==> src/rtl/reg_writeback.sv <==
// Write-port front end of the register file: merges ALU and buffered LSU results
// onto one registered write port and tracks registers with outstanding loads.
module reg_writeback #(
    parameter int DEPTH = 4
) (
    input  logic        clock,
    input  logic        reset_n,
    input  logic        WB_alu_valid,
    input  logic [4:0]  WB_alu_rd,
    input  logic [31:0] WB_alu_data,
    input  logic        WB_lsu_valid,
    output logic        WB_lsu_ready,
    input  logic [4:0]  WB_lsu_rd,
    input  logic [31:0] WB_lsu_data,
    input  logic        WB_issue_valid,
    input  logic [4:0]  WB_issue_rd,
    input  logic [4:0]  WB_check_addr1,
    input  logic [4:0]  WB_check_addr2,
    output logic        WB_busy1,
    output logic        WB_busy2,
    output logic        REG_write_1,
    output logic [4:0]  REG_address_wr,
    output logic [31:0] REG_data_wb_in1
);

    localparam int PW = (DEPTH > 1) ? $clog2(DEPTH) : 1;
    localparam int CW = PW + 1;

    logic [4:0]    r_fifo_rd   [DEPTH];
    logic [31:0]   r_fifo_data [DEPTH];
    logic [PW-1:0] r_wptr;
    logic [PW-1:0] r_rptr;
    logic [CW-1:0] r_count;
    logic [31:0]   r_pending;
    logic          r_src_lsu;

    logic          w_full;
    logic          w_empty;
    logic          w_push;
    logic          w_pop;
    logic          w_sel_valid;
    logic          w_sel_lsu;
    logic [4:0]    w_sel_rd;
    logic [31:0]   w_sel_data;
    logic [31:0]   w_pending_next;

    assign w_full       = (r_count == CW'(DEPTH));
    assign w_empty      = (r_count == '0);
    assign WB_lsu_ready = reset_n && !w_full;
    assign w_push       = WB_lsu_valid && WB_lsu_ready;
    assign w_pop        = !WB_alu_valid && !w_empty;

    // ALU has absolute priority; the FIFO head is used only on ALU-idle cycles.
    always_comb begin
        w_sel_valid = 1'b0;
        w_sel_lsu   = 1'b0;
        w_sel_rd    = 5'd0;
        w_sel_data  = 32'd0;
        if (WB_alu_valid) begin
            w_sel_valid = 1'b1;
            w_sel_rd    = WB_alu_rd;
            w_sel_data  = WB_alu_data;
        end else if (w_pop) begin
            w_sel_valid = 1'b1;
            w_sel_lsu   = 1'b1;
            w_sel_rd    = r_fifo_rd[r_rptr];
            w_sel_data  = r_fifo_data[r_rptr];
        end
    end

    always_ff @(posedge clock) begin
        if (w_push) begin
            r_fifo_rd[r_wptr]   <= WB_lsu_rd;
            r_fifo_data[r_wptr] <= WB_lsu_data;
        end
    end

    always_ff @(posedge clock or negedge reset_n) begin
        if (!reset_n) begin
            r_wptr  <= '0;
            r_rptr  <= '0;
            r_count <= '0;
        end else begin
            if (w_push) r_wptr <= r_wptr + PW'(1);
            if (w_pop)  r_rptr <= r_rptr + PW'(1);
            case ({w_push, w_pop})
                2'b10:   r_count <= r_count + CW'(1);
                2'b01:   r_count <= r_count - CW'(1);
                default: r_count <= r_count;
            endcase
        end
    end

    always_ff @(posedge clock or negedge reset_n) begin
        if (!reset_n) begin
            REG_write_1     <= 1'b0;
            REG_address_wr  <= 5'd0;
            REG_data_wb_in1 <= 32'd0;
            r_src_lsu       <= 1'b0;
        end else begin
            REG_write_1 <= w_sel_valid && (w_sel_rd != 5'd0);
            r_src_lsu   <= w_sel_lsu;
            if (w_sel_valid) begin
                REG_address_wr  <= w_sel_rd;
                REG_data_wb_in1 <= w_sel_data;
            end
        end
    end

    // Clear first, then set, so a new issue racing a committing load stays pending.
    always_comb begin
        w_pending_next = r_pending;
        if (REG_write_1 && r_src_lsu)
            w_pending_next[REG_address_wr] = 1'b0;
        if (WB_issue_valid && (WB_issue_rd != 5'd0))
            w_pending_next[WB_issue_rd] = 1'b1;
        w_pending_next[0] = 1'b0;
    end

    always_ff @(posedge clock or negedge reset_n) begin
        if (!reset_n) r_pending <= 32'd0;
        else          r_pending <= w_pending_next;
    end

    assign WB_busy1 = (WB_check_addr1 != 5'd0) && r_pending[WB_check_addr1];
    assign WB_busy2 = (WB_check_addr2 != 5'd0) && r_pending[WB_check_addr2];

endmodule

==> config.mk <==
export PLATFORM = sky130hd
export DESIGN_NAME = reg_writeback
export DESIGN_NICKNAME = d
export VERILOG_FILES = /design/src/rtl/reg_writeback.sv
export SDC_FILE = /design/constraint.sdc
export NUM_CORES = 1
export LEC_CHECK = 0
export BUFFER_PORTS_ARGS = -buffer_cell sky130_fd_sc_hd__buf_2
export CAP_MARGIN = 10
export CORE_MARGIN = 1
export CORE_UTILIZATION = 45
export CTS_CLUSTER_DIAMETER = 200
export DETAILED_ROUTE_END_ITERATION = 7
export PLACE_DENSITY_LB_ADDON = 0.2
export SYNTH_ARGS = -nofsm -noshare
export SYNTH_HDL_FRONTEND = slang
export SYNTH_SLANG_ARGS = --single-unit
==> constraint.sdc <==
create_clock -name clock -period 2.1 [get_ports clock]
set_clock_uncertainty 0.05 [all_clocks]
set_input_delay 0.105 -clock clock [delete_from_list [all_inputs] [get_ports clock]]
set_output_delay 0.105 -clock clock [all_outputs]
set_load 0.1 [all_outputs]
---- After elaboration in Yosys (flattened, before gate mapping) ----
Memories as Yosys holds them, arrays and structs flattened.
Cells that the tools add are included.
W data, S select, Z words.
cells by class
  bitwise logic cells ..................... 3
  add/subtract/negate cells ............... 4
  muxes and demuxes ....................... 20
  $lt $le $gt $ge ......................... 6
  reductions and logical operators ........ 19
  equal/unequal tests ..................... 3
operators with widths
  operator               count
  $mux W32               4
  $and A32 B32 Y32       1
  $not A32 Y32           1
  $or A32 B32 Y32        1
  $lt A5 B6 Y1 const B   4
  $reduce_bool A5 Y1     4
  $bmux W1 S5            2
  $demux W1 S5           2
  $ge A5 B1 Y1 const B   2
  $logic_and A1 B1 Y1    10
  $mux W5                2
  $mux W1                9
  $pmux W3 S2            1
  $add A2 B1 Y2 const B  2
  $add A3 B1 Y3 const B  1
  $eq A3 B3 Y1 const B   1
  $logic_not A1 Y1       3
  $logic_not A3 Y1       1
  $sub A3 B1 Y3 const B  1
  $eq A2 B1 Y1 const B   1
  $eq A2 B2 Y1 const B   1
  $reduce_bool A2 Y1     1
storage, ports and cells
  output and inout port bits .............. 41
  logic and storage cells ................. 65
  register bits after elaboration ......... 77
  memories ................................ 2
  bits of input ports ..................... 94
  RAM bits ................................ 148
memories
  name         words  bits a word  read ports  clocked after Yosys merged registers in  wr ports  RTL line  RTL
  r_fifo_data  4      32           1           0                                        1         30        logic [31:0] r_fifo_data [DEPTH];
  r_fifo_rd    4      5            1           0                                        1         29        logic [4:0] r_fifo_rd [DEPTH];

---- Logic depth before layout (Yosys ltp) ----
Gate-level depths: netlist of the first run.
  word-level depth ........................ 9
  gate-level depth with buffers ........... 9
  depth with buffers taken out ............ 9

---- Worst setup path before layout of the first run ----
No wires, ideal clock.
  kind .................................... register to register
  from .................................... register r_count[0]
  to ...................................... memory r_fifo_data[0][0] (enable)
  data required time ...................... 1.652 ns
  arrival ................................. 4.100 ns
  library setup time ...................... 0.398 ns
  path slack .............................. -2.448 ns
  clock period less this slack ............ 4.548 ns
  buffers on the path ..................... 0
  stages on the path, launching flop included .. 4
  path through ............................ dfrtp_1 -> nor2_1 -> a21boi_0 -> and3_1
between the ends
  word-level cells in the longest chain between the ends .. 6
RTL lines
  what                           RTL line  RTL
  start, declared                33        logic [CW-1:0] r_count;
  start signal, assigned         87        2'b10: r_count <= r_count + CW'(1);
  start signal, assigned         88        2'b01: r_count <= r_count - CW'(1);
  start signal, assigned         89        default: r_count <= r_count;
  $eq A3 B3 Y1                   47        assign w_full = (r_count == CW'(DEPTH));
  $logic_not A1 Y1               49        assign WB_lsu_ready = reset_n && !w_full;
  $logic_and A1 B1 Y1            49
  named net WB_lsu_ready         12        output logic WB_lsu_ready,
  $logic_and A1 B1 Y1            50        assign w_push = WB_lsu_valid && WB_lsu_ready;
  $mux W1                        72        if (w_push) begin
  $mux W1 (implied by the code)  74        r_fifo_data[r_wptr] <= WB_lsu_data;
  end, declared                  30
The timed path passes the listed nets, and every way through them passes these cells.

---- Worst setup path after layout of the first run ----
  from .................................... register r_pending[8]
  to ...................................... output port WB_busy1
between the ends
  word-level cells in the longest chain between the ends .. 3
RTL lines
  what                           RTL line  RTL
  start, declared                34        logic [31:0] r_pending;
  start signal, assigned         122       else r_pending <= w_pending_next;
  $bmux W1 S5                    125       assign WB_busy1 = (WB_check_addr1 != 5'd0) && r_pending[WB_check_addr1];
  $mux W1 (implied by the code)  125
  $logic_and A1 B1 Y1            125
  end, declared                  19        output logic WB_busy1,
Every way passes these cells. The select of a mux whose other input is x is not followed.

==> results by stage, run 1 <==
Floorplan:
- In this run the count of I/O pins placed on the die edge is about 140.
- From left edge to right edge, the die measures between 100 and 150 µm.
- The initial cell density of the core is between 40% and 50%.
- The number of core rows is between 50 and 60.
- The floorplan step defined a die boundary enclosing roughly 0.021 mm².
- Measured along the y axis, the die boundary spans 145.3 µm.
- The total area inside the core boundary comes to around 0.02 mm².

Setup path:
- The required time of the worst setup path is 1950 ps.
- The maximum net fanout on the critical path is 2.
- In this design, the stage delay of the slowest critical-path cell is 520 ps.
- STA classifies the critical path endpoint as an output pin.
- Data arrives at the worst endpoint at about 2100 ps.
- On the critical path, the stage with the largest delay is an instance of sky130_fd_sc_hd__or4_1.
- The kind of critical path is register to output pin.
- STA classifies the critical path startpoint as a register.
- Traced cell by cell, the critical path runs through mux2i_1, nor3b_1, nor4_1, or4_1, o211ai_1, buf_12.

Drt:
- The number of violations reported at the end of detailed-routing iteration 0 is ~530.
- Dividing the detail-routed wire length by the instance count gives approximately 20 µm.
- The detailed-route via count is 6112.
- The detailed-router iteration count before antenna repair is 8.
- Using the TritonRoute via totals, the vias-per-cell ratio works out to 5.566.
- The detail route stage leaves a number of antenna-violating nets equal to 0.
- For this block, the routed nets add up to around 22000 µm of wire.
- After detailed routing, the number of remaining DRC violations is 0.

STA:
- In this run the tightest slew margin relative to its limit is around 39%.
- The highest achievable clock rate is between 400 and 500 MHz.
- Setup violations remaining at the end of the flow were counted as 2.
- The number of hold-slack violations in the final timing report is 0.
- Once routing completed, OpenROAD measured the worst setup slack at -159.7 ps.
- The final critical path takes up 107.6% of the cycle.
- At the pin with the least slew margin, the transition time is 917.8 ps.
- Counting I/O delays and the setup requirement, the final critical path takes between 2000 and 2500 ps.
- Setup repair after global routing could not meet its margin everywhere.
- The max-slew violation total from the final report is 0.

Flow run:
- Max-cap violations in this run came to 0.

Clock network:
- TritonCTS built the clock tree.
- The number of buffers between clock root and the deepest sink is 3.
- The clock transition time at the flip-flop clock pins of the worst setup and hold paths is ~60 ps.
- Clock latency on the worst-skew pair, taken at its later pin, is 510 ps.
- The clock sink count is around 230.
- The H-tree depth is 1.
- The root buffer selected by CTS is sky130_fd_sc_hd__clkbuf_16.
- Clock tree synthesis inserted a total of 24 buffers.

Synthesis:
- By count the netlist is led by sky130_fd_sc_hd__edfxtp_1 (148), sky130_fd_sc_hd__dfrtp_1 (77), sky130_fd_sc_hd__o21ai_0 (63).
- The netlist uses 51 different library cells.
- The mean area per synthesized cell is 16.48 µm².
- The cell count after synthesis came out at about 560.
- The fraction of the yosys area taken by sequential cells is between 60% and 70%.
- In this run, synthesis inferred roughly 150 flip-flops with an integrated enable.
- In the synthesized netlist the async set-or-reset flop fraction comes to about a third.
- The post-synthesis net count is 661.
- The cell with the most instances after synthesis is sky130_fd_sc_hd__edfxtp_1.
- Sorting the synthesized cells by area gives the leading types as sky130_fd_sc_hd__edfxtp_1 (48%), sky130_fd_sc_hd__dfrtp_1 (21%), sky130_fd_sc_hd__mux4_2 (9.3%).
- For this run, the leading register cell type out of synthesis is sky130_fd_sc_hd__edfxtp_1.
- The Yosys step of the flow raised 0 warnings.
- The synthesized design contains approximately 230 register bits.
- Of the post-synthesis cell area, the dominant cell type holds 48.07%.
- Of all cell types, the one taking the most synthesized area is sky130_fd_sc_hd__edfxtp_1.
- The cell area after synthesis is roughly 0.0092 mm².

Power and ir drop:
- In this run, flip-flops and latches consume around two fifths of the power.
- The power per cell area is about 1400 mW/mm².
- For this design the static power due to leakage is 4.690 nW.
- Across the VDD grid, the largest voltage drop is 1.102 mV.
- The analysis attributes to net switching a power of about 6.4 mW.
- The switching share of power is about two fifths.
- Of the total power, the clock network draws 23.9%.
- The design internal power is 10.03 mW.
- Combinational logic is responsible for 37.2% of the overall power.

Cells and area:
- The number of diodes is 0.
- The area growth from synthesis to layout is 31.18%.
- The final core utilization is between 60% and 70%.
- Once layout is complete, the cells apart from fillers number between 1000 and 1500.
- After the last flow step, the layout net total stands at 910.
- The fraction of final layout cells sized beyond drive strength 1 is between 30% and 40%.

Placement:
- The post-DP HPWL is between 10000 and 15000 µm.
- The count of port buffers added during placement is ~130.
- After detailed placement, the design holds a cell count of between 900 and 1000.
- The post-placement worst setup slack is 118.7 ps.
- The placer congestion estimate is 0.8851.

Min path:
- The class of the tightest hold or removal check is input pin to async pin.

Run status:
- The flow ran to the end, but the final reports show violations.
- The final reports fail on negative setup slack.

Global routing:
- The initial antenna violation count was 0.
- The wire length of the first global-routing pass is about 35000 µm.
- The via count of the first global-routing pass is roughly 6500.
- Global routing used 21.36% of the available tracks across all layers.
- Summed over all layers, the global routing overflow is 0.
- The maximum number of pins on one net before global-route repair is 67.
## cell type report
class	count	area, µm²
Timing Repair Buffer	253	1904
Sequential cell	225	6377
Clock inverter	12	76.32
Fill cell	1574	8041
Inverter	38	142.6
Multi-Input combinational cell	268	2619
Clock buffer	32	670.6
Tap cell	270	337.8
## power groups by stage
stage                     Combinational (mW)  Clock (mW)  Sequential (mW)
after floorplan                         2.62           0             8.17
after global placement                  5.80           0             6.40
after detailed placement                5.88           0             6.47
after CTS                               6.06        4.02             6.38
after global routing                    6.48        4.19             6.48
final                                   6.11        3.93             6.38
## per-stage QoR
stage / power (mW) / setup TNS, ps / hold WS (ps) / area, µm²
after CTS: 16.46 / -288.4 / 47.40 / 12090
after detailed placement: 12.35 / 0 / 49.60 / 10490
after floorplan: 10.80 / -25630 / -240.6 / 9295
final: 16.41 / -235.8 / 61.88 / 12130
after global placement: 12.20 / 0 / 49.14 / 10490
after global routing: 17.14 / -423.4 / 70.09 / 12130
## final timing paths
kind / from / endpoint / slack (ps) / cells after the start
max: r_pending[8] / WB_busy1 / -160 / 6
max reg2reg: r_count[2] / r_count[2] / 150 / 8
min reg2reg: REG_data_wb_in1[29] / REG_data_wb_in1[29] / 450 / 2
max in group asynchronous: reset_n / r_rptr[0] / 720 / 4
min in group clock: WB_issue_valid / r_pending[20] / 110 / 3
min: reset_n / REG_data_wb_in1[13] / 60 / 3
## cells in the final DEF, fill, tap and decap left out, drive strengths merged, types with 4 or more instances in the layout
cell type / count
a2111oi: 6
a221oi: 6
a222oi: 33
a22oi: 4
and3: 4
buf: 170
clkbuf: 32
clkinv: 10
dfrtp: 77
dlygate4sd3: 83
edfxtp: 148
ha: 5
inv: 38
mux2: 4
mux2i: 16
mux4: 40
nand2: 17
nand3: 8
nand3b: 8
nor2: 9
nor2b: 9
o21ai: 63
xnor2: 4
## metal layers
metal  track usage (%)  routed length, µm  up-vias
met5                 0                  0        -
met4             6.053                407        0
met3             3.542               1539       35
met2             38.41              11510      244
met1             26.64               8744     3081
li1                  -                  -     2752
## logic make-up (layout without fill, tap and decap cells)
| group | count (synthesis) | after routing | share of synthesized area, % |
|---|---|---|---|
| AO/OA/AOI/OAI | 120 | 120 | 9.176 |
| flip-flops | 225 | 225 | 68.91 |
| AND/OR/NAND/NOR | 76 | 76 | 4.859 |
| XOR/XNOR | 6 | 6 | 0.5684 |
| buffers and inverters | 68 | 335 | 3.546 |
| adder cells (fa/ha/maj) | 6 | 6 | 0.8932 |
| multiplexers | 60 | 60 | 12.04 |
## repair_timing
| action | CTS | global route |
|---|---|---|
| endpoints found under the hold margin | 224 | 0 |
| endpoints found under the setup margin | 2 | 3 |
| setup buffers | 2 | 3 |
| hold buffers | 83 | 0 |
| resized for setup | 4 | 5 |
| pin swaps | 4 | 1 |
## critical path, delay by kind of cell, from the launching register on
kind | cells | cell delay, ps
AOI/OAI and AO/OA | 1 | 150
buffers and inverters | 1 | 220
DFF | 1 | 350
muxes | 1 | 70
and+or+nand+nor | 3 | 810
## sequential cells by signal, summed over array words and instances, names as in the netlist, 2 cells and up
signal and count:
r_pending 31, r_fifo_data 128, r_fifo_rd 20, REG_address_wr 5, r_count 3, r_wptr 2, r_rptr 2, REG_data_wb_in1 32
Power figures use the tool's default switching activity.
==> inputs of run 2 (changes only) <==
--- a/config.mk
+++ b/config.mk
@@ -12,6 +12,7 @@
 export CTS_CLUSTER_DIAMETER = 200
 export DETAILED_ROUTE_END_ITERATION = 7
 export PLACE_DENSITY_LB_ADDON = 0.2
+export REMOVE_ABC_BUFFERS = 1
 export SYNTH_ARGS = -nofsm -noshare
 export SYNTH_HDL_FRONTEND = slang
 export SYNTH_SLANG_ARGS = --single-unit
==> results by stage, run 2 (same netlist as run 1, synthesis figures left out) <==
Run status:
- The run finished, with violations left.
- The final reports fail on negative setup slack.

Placement:
- The cell total after placement is 953 (-1.3%).
- The count of port buffers added during placement was 134 (unchanged).
- The post-place instance area is 0.01034 mm² (-1.4%).
- The post-placement worst setup slack is -87.93 ps (-206.6 ps).
- The placer congestion estimate is 0.9045 (+2.2%).
- The post-DP HPWL came to 12800 µm (-11%).

STA:
- The setup TNS after final layout is -249.1 ps (-13.31 ps).
- The number of setup violations in the final report came to 2 (unchanged).
- The post-route minimum period is 2282 ps (+22.02 ps).
- The highest achievable clock rate is 438.3 MHz (-0.96%).
- Setup repair after global routing could not meet its margin everywhere.
- The number of hold-slack violations in the final timing report is 0 (unchanged).
- The slew at the pin closest to its max-slew limit is 1030 ps (+111.8 ps).
- The fraction of the cycle the final worst path needs is 108.7% (+1.0 points).
- The worst slew margin relative to its limit came to 31.36% (-7.5 points).
- The max-slew violation total from the final report is 0 (unchanged).
- The setup slack after layout is -181.7 ps (-22.02 ps).

Cells and area:
- The final cell area excluding filler cells came to 0.01194 mm² (-1.6%).
- The final core utilization was 59.19% (-0.94 points).
- The number of flip-flops in the largest register is 128 (unchanged).
- The library cells used most frequently in the layout, excluding fill and tap cells, are sky130_fd_sc_hd__edfxtp_1 (148), sky130_fd_sc_hd__buf_2 (131), sky130_fd_sc_hd__dlygate4sd3_1 (81).
- Leaving out fill and tap cells, the most frequent cell in the layout is sky130_fd_sc_hd__edfxtp_1.
- The number of diodes came to 0 (unchanged).
- The register with the most flip-flops is r_fifo_data.
- The fraction of final layout cells sized beyond drive strength 1 came to 30.37% (-3.0 points).
- The area growth from synthesis to layout is 29.14%.
- The final instance count without filler cells is 1080 (-1.6%).
- The number of nets in the finished design is 892 (-2.0%).
- The largest registers in the layout are r_fifo_data: 128 flops, REG_data_wb_in1: 32 flops, r_pending: 31 flops.

Global routing:
- The wire length of the first global-routing pass was 34340 µm (-2.6%).
- The initial antenna violation count is 0 (unchanged).
- The maximum number of pins on one net before global-route repair is 78 (+16%).
- The via count of the first global-routing pass is 6501 (-0.23%).
- The global route total overflow was 0 (unchanged).
- The total global routing track utilization is 20.87% (-0.49 points).

Drt:
- The final antenna-violating net count is 0 (unchanged).
- The final routed wirelength across all metal layers is 21350 µm (-3.8%).
- The post-detailed-route wirelength per cell is 19.77 µm (-2.2%).
- The detailed-router iteration count before antenna repair is 7 (-1).
- The ratio of routed vias to standard cells came to 5.637 (+1.3%).
- The detailed-route via count was 6088 (-0.39%).
- The number of violations reported at the end of detailed-routing iteration 0 is 565 (+7.6%).
- The number of remaining DRC errors came to 0 (unchanged).

Floorplan:
- The placeable core region is 0.02017 mm² (unchanged).
- The die area is 0.02112 mm² (unchanged).
- The initial cell density of the core is 45.84% (unchanged).
- The number of core rows came to 52 (unchanged).
- The width of the die is 145.3 µm (unchanged).
- The number of top-level pins was 135 (unchanged).
- The die extent in y was 145.3 µm (unchanged).

Setup path:
- The required time of the worst setup path is 1950 ps (about the same).
- The worst setup path is captured at an output pin.
- The endpoint arrival time on the critical path is 2130 ps (+30 ps).
- The maximum net fanout on the critical path is 3 (+1).
- The critical path is of the register to output pin type.
- The critical path starts at r_pending[8].
- The largest individual stage delay along the critical path comes from the cell sky130_fd_sc_hd__or4_1.
- In this run the critical register-to-register path is captured at r_count[2].
- The register-to-register setup slack was 90 ps (-60 ps).
- The number of cells on the worst reg-to-reg path was 9 (+1).
- The launching point of the worst reg2reg path is r_count[0].
- The critical path goes through mux2i_1, nor3b_1, nor4_1, or4_1, o211ai_1, buf_12.
- In this design, the largest share of critical-path delay is due to simple AND/OR/NAND/NOR gates.
- The element type at the critical path start is a register.
- The longest individual stage delay on the worst path is 520 ps (about the same).
- The worst path buffer plus inverter count is 1 (unchanged).
- The cell count along the critical path is 6 (unchanged).
- The endpoint of the most critical setup path is WB_busy1.

Clock network:
- The root buffer selected by CTS is sky130_fd_sc_hd__clkbuf_16.
- The number of buffers created by CTS is 24 (unchanged).
- The number of buffers between clock root and the deepest sink is 3 (unchanged).
- The clock transition time at the flip-flop clock pins of the worst setup and hold paths was 60 ps (about the same).
- The H-tree depth is 1 (unchanged).
- TritonCTS built the clock tree.
- The clock sink count is 225 (unchanged).
- The source-to-sink clock delay at the later pin of the worst-skew pair came to 530 ps (+20 ps).

Flow run:
- The number of maximum-capacitance violations came to 0 (unchanged).

Power and ir drop:
- The power per cell area is 1362 mW/mm² (+0.67%).
- The maximum vdd ir drop is 1.031 mV (-6.4%).
- The leakage power summed over all cells is 4.579 nW (-2.4%).

Min path:
- The class of the tightest hold or removal check is input pin to register.
==> run 2: changes by cell type in the layout (fill, tap and decap cells not counted), moves of 2 or more <==
cell,delta
sky130_fd_sc_hd__buf_4,-15
sky130_fd_sc_hd__clkbuf_1,+8
sky130_fd_sc_hd__clkinv_2,-4
sky130_fd_sc_hd__clkbuf_8,-3
sky130_fd_sc_hd__dfrtp_1,+2
sky130_fd_sc_hd__dfrtp_2,-2
sky130_fd_sc_hd__dlygate4sd3_1,-2
==> run 2: power by group <==
group          total [mW]  switching, mW  internal (mW)
Sequential           6.34          0.642           5.69
Clock                3.93           1.63           2.29
Combinational        6.00           4.02           1.98
Total                16.3           6.30           9.97
==> run 2: final cells by class <==
| class | count | area [µm²] |
|---|---|---|
| clock buffers | 37 | 659.4 |
| clock inverters | 7 | 83.83 |
| fillers | 1557 | 8230 |
| inverters | 38 | 142.6 |
| multi-input cells | 268 | 2589 |
| flip-flops and latches | 225 | 6375 |
| well taps | 270 | 337.8 |
| repair buffers | 235 | 1752 |
==> run 2: repair_timing <==
item,in CTS,in global routing
setup endpoints to repair,3,3
hold buffers,80,1
pin swaps,3,3
gates resized for setup,6,7
buffers inserted,0,2
endpoints found under the hold margin,288,1
cloned,0,0
==> run 2: worst min-delay path by stage <==
stage                                     to  depth (start not counted)  slack (ps)       startpoint
after global placement    r_fifo_data[2][16]                          1         260  WB_lsu_data[16]
after floorplan            REG_address_wr[0]                          0        -240          reset_n
after CTS                          r_wptr[0]                          4           2     WB_lsu_valid
final                           r_pending[4]                          3          50   WB_issue_rd[0]
after detailed placement  r_fifo_data[3][19]                          1         270  WB_lsu_data[19]
after global routing           r_pending[16]                          3          60   WB_issue_rd[1]
==> run 2: routing by layer <==
metal / vias to the layer above / track usage [%] / share of wire (%)
li1: 2714 / - / -
met1: 3059 / 26.61 / 40
met2: 275 / 35.89 / 49
met3: 40 / 4.013 / 8.2
met4: 0 / 7.211 / 2.4
met5: - / 0 / 0
==> run 2: worst reg2reg max path, cell delays in order, from the launching register on <==
cell and delay [ps]:
sky130_fd_sc_hd__dfrtp_1 390, sky130_fd_sc_hd__nor2_1 80, sky130_fd_sc_hd__a21boi_2 160, sky130_fd_sc_hd__and2_4 160
sky130_fd_sc_hd__inv_1 40, sky130_fd_sc_hd__ha_1 230, sky130_fd_sc_hd__fa_2 360, sky130_fd_sc_hd__xnor2_1 140
sky130_fd_sc_hd__nor2_1 140, sky130_fd_sc_hd__xor2_1 170
==> run 2: through the flow <==
step | hold slack (ps) | power (mW)
3_5_place_dp | 272.4 | 12.23
4_1_cts | 1.619 | 16.35
5_1_grt | 56.25 | 17.03
2_1_floorplan | -240.6 | 10.56
3_3_place_gp | 263.8 | 12.08
6_report | 52.50 | 16.27
